**src/rtl/reaction_timer_core_if.sv**
```systemverilog
// Signal bundle between the reaction-timer core and its neighbours:
// the debounced button level in, stimulus/result/status lines out.
interface reaction_timer_core_if;
  logic        debouncedButton;
  logic        stimulusLed;
  logic [13:0] reactionTime;
  logic        resultValid;
  logic        falseStart;
  logic [13:0] bestTime;
  logic        busy;

  // Button/debouncer side: drives the button, observes the results.
  modport master (
    output debouncedButton,
    input  stimulusLed,
    input  reactionTime,
    input  resultValid,
    input  falseStart,
    input  bestTime,
    input  busy
  );

  // Timer core side.
  modport slave (
    input  debouncedButton,
    output stimulusLed,
    output reactionTime,
    output resultValid,
    output falseStart,
    output bestTime,
    output busy
  );
endinterface

```
**src/rtl/reaction_timer_core.sv**
```systemverilog
// Reaction-timer control stage. A button press starts a round: after a
// pseudo-random delay the stimulus LED lights, and the time to the next press
// is measured in milliseconds. A press before the LED is a false start.
// The best (smallest) result since reset is tracked.
module reaction_timer_core #(
  parameter int          CLKS_PER_MS  = 100000,
  parameter int          MIN_DELAY_MS = 1000,
  parameter int          RAND_BITS    = 11,
  parameter int          MAX_MS       = 9999,
  parameter logic [15:0] LFSR_SEED    = 16'hACE1
) (
  input logic                  clk,
  input logic                  reset,
  reaction_timer_core_if.slave bus
);

  localparam int PW = (CLKS_PER_MS > 1) ? $clog2(CLKS_PER_MS) : 1;
  localparam logic [PW-1:0] PRESC_LAST = PW'(CLKS_PER_MS - 1);
  localparam logic [13:0]   MIN_DELAY  = 14'(MIN_DELAY_MS);
  localparam logic [13:0]   MAX_TIME   = 14'(MAX_MS);

  // Refuse to elaborate with parameters that do not fit the 14-bit time path.
  if (MIN_DELAY_MS + (1 << RAND_BITS) - 1 > 16383) begin : g_bad_delay
    $error("reaction_timer_core: MIN_DELAY_MS + 2^RAND_BITS - 1 exceeds 16383");
  end
  if (MAX_MS > 16383) begin : g_bad_max
    $error("reaction_timer_core: MAX_MS exceeds 16383");
  end
  if (RAND_BITS < 1 || RAND_BITS > 14) begin : g_bad_rand
    $error("reaction_timer_core: RAND_BITS must be 1..14");
  end
  if (LFSR_SEED == 16'h0000) begin : g_bad_seed
    $error("reaction_timer_core: LFSR_SEED must be non-zero");
  end
  if (CLKS_PER_MS < 1) begin : g_bad_clks
    $error("reaction_timer_core: CLKS_PER_MS must be at least 1");
  end

  typedef enum logic [2:0] {
    ST_IDLE,
    ST_WAIT,
    ST_ARMED,
    ST_DONE,
    ST_FALSE_START
  } state_t;

  state_t         state_reg, state_next;
  logic           prev_button_reg;
  logic [15:0]    lfsr_reg;
  logic [15:0]    lfsr_shift;
  logic           lfsr_fb;
  logic [PW-1:0]  presc_reg;
  logic [13:0]    ms_count_reg, ms_count_next;
  logic [13:0]    delay_target_reg, delay_target_next;
  logic [13:0]    reaction_time_reg, reaction_time_next;
  logic [13:0]    best_time_reg, best_time_next;
  logic           result_valid_reg, result_valid_next;
  logic           clear_counters;
  logic           finish;
  logic [13:0]    finish_time;
  logic           press;
  logic           ms_tick;
  logic [13:0]    new_target;

  // A press is the rising edge of the debounced level; prev starts high so a
  // button held through reset does not count.
  assign press   = bus.debouncedButton & ~prev_button_reg;
  assign ms_tick = (presc_reg == PRESC_LAST);

  // Fibonacci LFSR, taps 16,14,13,11, shifting towards the MSB.
  assign lfsr_fb       = lfsr_reg[15] ^ lfsr_reg[13] ^ lfsr_reg[12] ^ lfsr_reg[10];
  assign lfsr_shift[0] = lfsr_fb;
  for (genvar gi = 1; gi < 16; gi++) begin : g_lfsr_shift
    assign lfsr_shift[gi] = lfsr_reg[gi-1];
  end

  assign new_target = MIN_DELAY + 14'(lfsr_reg[RAND_BITS-1:0]);

  // State register.
  always_ff @(posedge clk) begin
    if (reset) begin
      state_reg <= ST_IDLE;
    end else begin
      state_reg <= state_next;
    end
  end

  // Next-state logic and the values captured on each transition.
  always_comb begin
    state_next         = state_reg;
    ms_count_next      = ms_count_reg;
    delay_target_next  = delay_target_reg;
    reaction_time_next = reaction_time_reg;
    best_time_next     = best_time_reg;
    result_valid_next  = 1'b0;
    clear_counters     = 1'b0;
    finish             = 1'b0;
    finish_time        = '0;

    case (state_reg)
      ST_IDLE, ST_DONE, ST_FALSE_START: begin
        if (press) begin
          state_next        = ST_WAIT;
          delay_target_next = new_target;
          clear_counters    = 1'b1;
        end
      end
      ST_WAIT: begin
        if (press) begin
          state_next = ST_FALSE_START;
        end else if (ms_count_reg == delay_target_reg) begin
          state_next     = ST_ARMED;
          clear_counters = 1'b1;
        end else if (ms_tick) begin
          ms_count_next = ms_count_reg + 14'd1;
        end
      end
      ST_ARMED: begin
        // The press captures the count before any same-cycle tick lands.
        if (press) begin
          finish      = 1'b1;
          finish_time = ms_count_reg;
        end else if (ms_count_reg == MAX_TIME) begin
          finish      = 1'b1;
          finish_time = MAX_TIME;
        end else if (ms_tick) begin
          ms_count_next = ms_count_reg + 14'd1;
        end
      end
      default: begin
        state_next = ST_IDLE;
      end
    endcase

    if (finish) begin
      state_next         = ST_DONE;
      reaction_time_next = finish_time;
      result_valid_next  = 1'b1;
      if (finish_time < best_time_reg) begin
        best_time_next = finish_time;
      end
    end

    if (clear_counters) begin
      ms_count_next = '0;
    end
  end

  // Datapath registers: counters, captured times and the result pulse.
  always_ff @(posedge clk) begin
    if (reset) begin
      presc_reg         <= '0;
      ms_count_reg      <= '0;
      delay_target_reg  <= '0;
      reaction_time_reg <= '0;
      best_time_reg     <= MAX_TIME;
      result_valid_reg  <= 1'b0;
    end else begin
      if (clear_counters || ms_tick) begin
        presc_reg <= '0;
      end else begin
        presc_reg <= presc_reg + PW'(1);
      end
      ms_count_reg      <= ms_count_next;
      delay_target_reg  <= delay_target_next;
      reaction_time_reg <= reaction_time_next;
      best_time_reg     <= best_time_next;
      result_valid_reg  <= result_valid_next;
    end
  end

  // Edge-detect history and the free-running LFSR (reloaded if it ever locks at 0).
  always_ff @(posedge clk) begin
    if (reset) begin
      prev_button_reg <= 1'b1;
      lfsr_reg        <= LFSR_SEED;
    end else begin
      prev_button_reg <= bus.debouncedButton;
      lfsr_reg        <= (lfsr_reg == 16'h0000) ? LFSR_SEED : lfsr_shift;
    end
  end

  assign bus.stimulusLed  = (state_reg == ST_ARMED);
  assign bus.falseStart   = (state_reg == ST_FALSE_START);
  assign bus.busy         = (state_reg == ST_WAIT) || (state_reg == ST_ARMED);
  assign bus.reactionTime = reaction_time_reg;
  assign bus.resultValid  = result_valid_reg;
  assign bus.bestTime     = best_time_reg;

endmodule
```
**src/flat_wrapper.sv**
```systemverilog
// flat-port wrapper written by rule: the top's interface ports become plain ports
module reaction_timer_core_flat 
#(
  parameter int          CLKS_PER_MS  = 100000,
  parameter int          MIN_DELAY_MS = 1000,
  parameter int          RAND_BITS    = 11,
  parameter int          MAX_MS       = 9999,
  parameter logic [15:0] LFSR_SEED    = 16'hACE1
)
  (clk, reset, bus_debouncedButton, bus_stimulusLed, bus_reactionTime, bus_resultValid, bus_falseStart, bus_bestTime, bus_busy);
  reaction_timer_core_if bus_i ();
  input logic clk;
  input logic reset;
  input wire logic [$bits(bus_i.debouncedButton)-1:0] bus_debouncedButton;
  output wire logic [$bits(bus_i.stimulusLed)-1:0] bus_stimulusLed;
  output wire logic [$bits(bus_i.reactionTime)-1:0] bus_reactionTime;
  output wire logic [$bits(bus_i.resultValid)-1:0] bus_resultValid;
  output wire logic [$bits(bus_i.falseStart)-1:0] bus_falseStart;
  output wire logic [$bits(bus_i.bestTime)-1:0] bus_bestTime;
  output wire logic [$bits(bus_i.busy)-1:0] bus_busy;
  assign bus_i.debouncedButton = bus_debouncedButton;
  assign bus_stimulusLed = bus_i.stimulusLed;
  assign bus_reactionTime = bus_i.reactionTime;
  assign bus_resultValid = bus_i.resultValid;
  assign bus_falseStart = bus_i.falseStart;
  assign bus_bestTime = bus_i.bestTime;
  assign bus_busy = bus_i.busy;
  reaction_timer_core #(.CLKS_PER_MS(CLKS_PER_MS), .MIN_DELAY_MS(MIN_DELAY_MS), .RAND_BITS(RAND_BITS), .MAX_MS(MAX_MS), .LFSR_SEED(LFSR_SEED)) u_core (.clk(clk), .reset(reset), .bus(bus_i));
endmodule
```
**config.mk**
```make
export PLATFORM = sky130hd
export DESIGN_NAME = reaction_timer_core_flat
export DESIGN_NICKNAME = d
export VERILOG_FILES = /design/src/rtl/reaction_timer_core_if.sv /design/src/rtl/reaction_timer_core.sv /design/src/flat_wrapper.sv
export SDC_FILE = /design/constraint.sdc
export NUM_CORES = 1
export LEC_CHECK = 0
export ABC_AREA = 0
export BUFFER_PORTS_ARGS = -buffer_cell sky130_fd_sc_hd__buf_2
export CORE_MARGIN = 3
export CORE_UTILIZATION = 45
export DETAILED_ROUTE_END_ITERATION = 7
export PLACE_DENSITY = 0.7
export RECOVER_POWER = 25
export SLEW_MARGIN = 30
export SYNTH_ARGS = -nofsm -noshare
export SYNTH_HDL_FRONTEND = slang
export SYNTH_SLANG_ARGS = --single-unit
```
**constraint.sdc**
```tcl
create_clock -name clk -period 7.3 [get_ports clk]
set_input_delay 0.73 -clock clk [delete_from_list [all_inputs] [get_ports clk]]
set_output_delay 0.73 -clock clk [all_outputs]
set_load 0.005 [all_outputs]
```
==> flow_summary.ini <==
[setup_path]
cp_max_fo = 25
criticalPathCategory = reg -> reg
setup.worst_path.end_class = flop
crit_chain = ha_1 > and2_1 > nand4_1 > a21o_1 > nor2_1 > ha_1 > a21oi_1 > o21a_1 > o31ai_1 > a211oi_4 > a21oi_1 > a311o_1
crit_arrival_ns = 4.39
max_stage_delay_ns = 0.78
regToRegStartpoint = u_core.ms_count_reg[0]
start_kind = flop
slowest_stage = a211oi_4
reg2reg_setup_slack_ns = 3.16
cp_data_required_time_ns = 7.55
worst_r2r_endpoint = u_core.bus.bestTime[3]
reg2reg_depth = 12
cp_top_family = compound AO/OA/AOI/OAI gates
path_buf_inv = 0

[placed_design]
dp_hpwl_mm = 6.60
gp_congestion = 0.840
placed_cell_area_mm2 = 0.00459
port_buffers = 34

[clock_network]
ctsResizeCount = 0
cts_tree = yes
postCtsHoldBufs = 0
cts_setup_buffers = 0
htree_levels = 3
cts_root_buffer = clkbuf_8
cts_sinks = 92
numCtsBuffers = 9
cts_max_path_buffers = 2
clock_latency_ns = 0.36
cts.reportedPaths.clkPinSlew_ns = 0.09

[sta]
setup_viol = 0
hold_viol_final = 0
max_freq_mhz = 242
holdWs_ns = 0.457
fin_skew_ns = 0.0196
tns_ns = 0
fin_crit_sh_pct = 56.7
maxSlewViolCount = 38
relSlewSlack_pct = -7.91
tightestPinTransition_ns = 1.62
rsz0062_at_grt = false
period_minus_slack_ns = 4.14

[hold_path]
hold_depth = 1
hold-path-endpoint = u_core.presc_reg[0]
hp-start = u_core.presc_reg[0]
min_path_type = reg -> reg

[route]
via_count = 3455
wl_mm = 9.28
drtAntennaViolNets = 0
drt_iter0_markers = 146
vias_per_cell = 5.31
drc = 0
drtPass1Iterations = 4
post_drt_wl_per_cell_um = 14.3

[synth]
synth_top_family_by_area = simple AND/OR/NAND/NOR gates
synth_nets = 515
synth_seq_area_share_pct = 42.1
synth_edf_count = 0
synth_mux_area_share_pct = 1.60
yosysTopAreaCellShare_pct = 42.1
yosys.area.top_type = dfxtp_1
ys_seq_elements = 92
postSynthCellCount = 496
synth_adder_area_share_pct = 4.57
synthSimpleGateAreaFrac_pct = 24.9
synthTopCellsByArea = dfxtp_1 (42%), xnor2_1 (6.8%), nor2_1 (5.8%)
avgSynthCellArea_um2 = 8.82
synthXorXnorAreaFrac_pct = 9.61
synth.distinct_cells = 57
synth_flop_cell = dfxtp_1
synth_warnings = 0
synth_compound_area_share_pct = 11.7
syn_area_mm2 = 0.00438
async_flop_share_pct = 0

[power]
power.leakage_uw = 0.00184
p_per_area_mw_per_mm2 = 199
peakVddDrop_mv = 0.122
total_power_uw = 953

[finish]
fillers = 893
post-route-util_pct = 51.4
seq_area_mm2 = 0.00184
final_nets = 537
final_cell_mix = dfxtp_1 (92), nor2_1 (68), a21oi_1 (36)
multi_input_area_mm2 = 0.00230
diodes = 0
largest_reg_flops = 17
final_area_mm2 = 0.00480
final_common_cell = dfxtp_1
areaGrowthSynthToFinish_pct = 9.58
drive_gt1_share_pct = 12.5

[floorplan]
num_rows = 35
core_area_mm2 = 0.00933
dieArea_mm2 = 0.0109
io_pins = 35
initial_core_util_pct = 46.9
die_h_um = 105
die_w_um = 105

[status]
outcome = finished, violations left
violations = max-capacitance violations, max-slew violations

[global_route]
grt_max_degree = 52
grt_util_all_layers_pct = 17.6
overflow = 0
grt_pass1_vias = 3412
antenna_found_initial = 0
grt_first_pass_wirelength_mm = 16.0

[run]
drv_cap = 1
synthesized netlist by cell type (all sizes together), types with 3 or more instances:
cell    count
a211oi      8
or2         3
a311o       8
dfxtp      92
inv        25
clkbuf     13
nor3        8
and3        4
xor2       14
nand4      10
buf        14
nand2      33
mux2i       7
nor2       79
and2        7
nor4       10
xnor2      34
o21ai      11
nand3      15
nand2b      9
nor4b       4
a21oi      37
a21o        3
ha         16
and4        4
nor2b       6
area by class of cell:
type,count,area share (%)
Inverter,25,1.96
Clock inverter,4,1.54
Sequential cell,92,38.4
Clock buffer,11,2.95
Tap cell,129,3.37
Timing Repair Buffer,38,3.86
Multi-Input combinational cell,352,47.9
how the worst max path moves through the flow:
| stage | slack, ns | depth (start not counted) | startpoint | to |
|---|---|---|---|---|
| final | 3.16 | 12 | u_core.ms_count_reg[0] | u_core.bus.bestTime[3] |
| after global placement | 2.92 | 11 | bus_debouncedButton | u_core.bus.bestTime[3] |
| after detailed placement | 2.92 | 10 | bus_debouncedButton | u_core.bus.bestTime[3] |
| after global routing | 2.80 | 11 | u_core.ms_count_reg[0] | u_core.bus.bestTime[3] |
| after floorplan | 4.20 | 13 | bus_debouncedButton | u_core.bus.bestTime[1] |
| after CTS | 3.20 | 11 | u_core.ms_count_reg[0] | u_core.bus.bestTime[13] |
kinds of logic after synthesis:
| kind of cell | count (synthesis) |
|---|---|
| compound gates | 79 |
| xor+xnor | 48 |
| fa+ha+maj | 16 |
| buf+inv | 52 |
| flops | 92 |
| mux | 7 |
| simple gates | 202 |
where the power goes:
group          switching [uW]  internal, uW
Clock                     170           201
Combinational            34.0          22.4
Sequential               11.3           514
Total                     216           737
metal layers:
metal  vias up  global-route usage [%]  part of all wire [%]
met5         -                       0                     0
met4         0                    7.12                   1.9
met3        14                    3.77                   4.7
met2        82                    29.5                    47
met1      1622                    22.1                    46
li1       1737                       -                     -
through the flow:
stage / setup WS, ns / cells
finish: 3.16 / 651
global route: 2.80 / 651
CTS: 3.20 / 650
global placement: 2.92 / 635
detailed placement: 2.92 / 635
floorplan: 4.20 / 496
No activity file was read; power rests on OpenSTA's default activity.
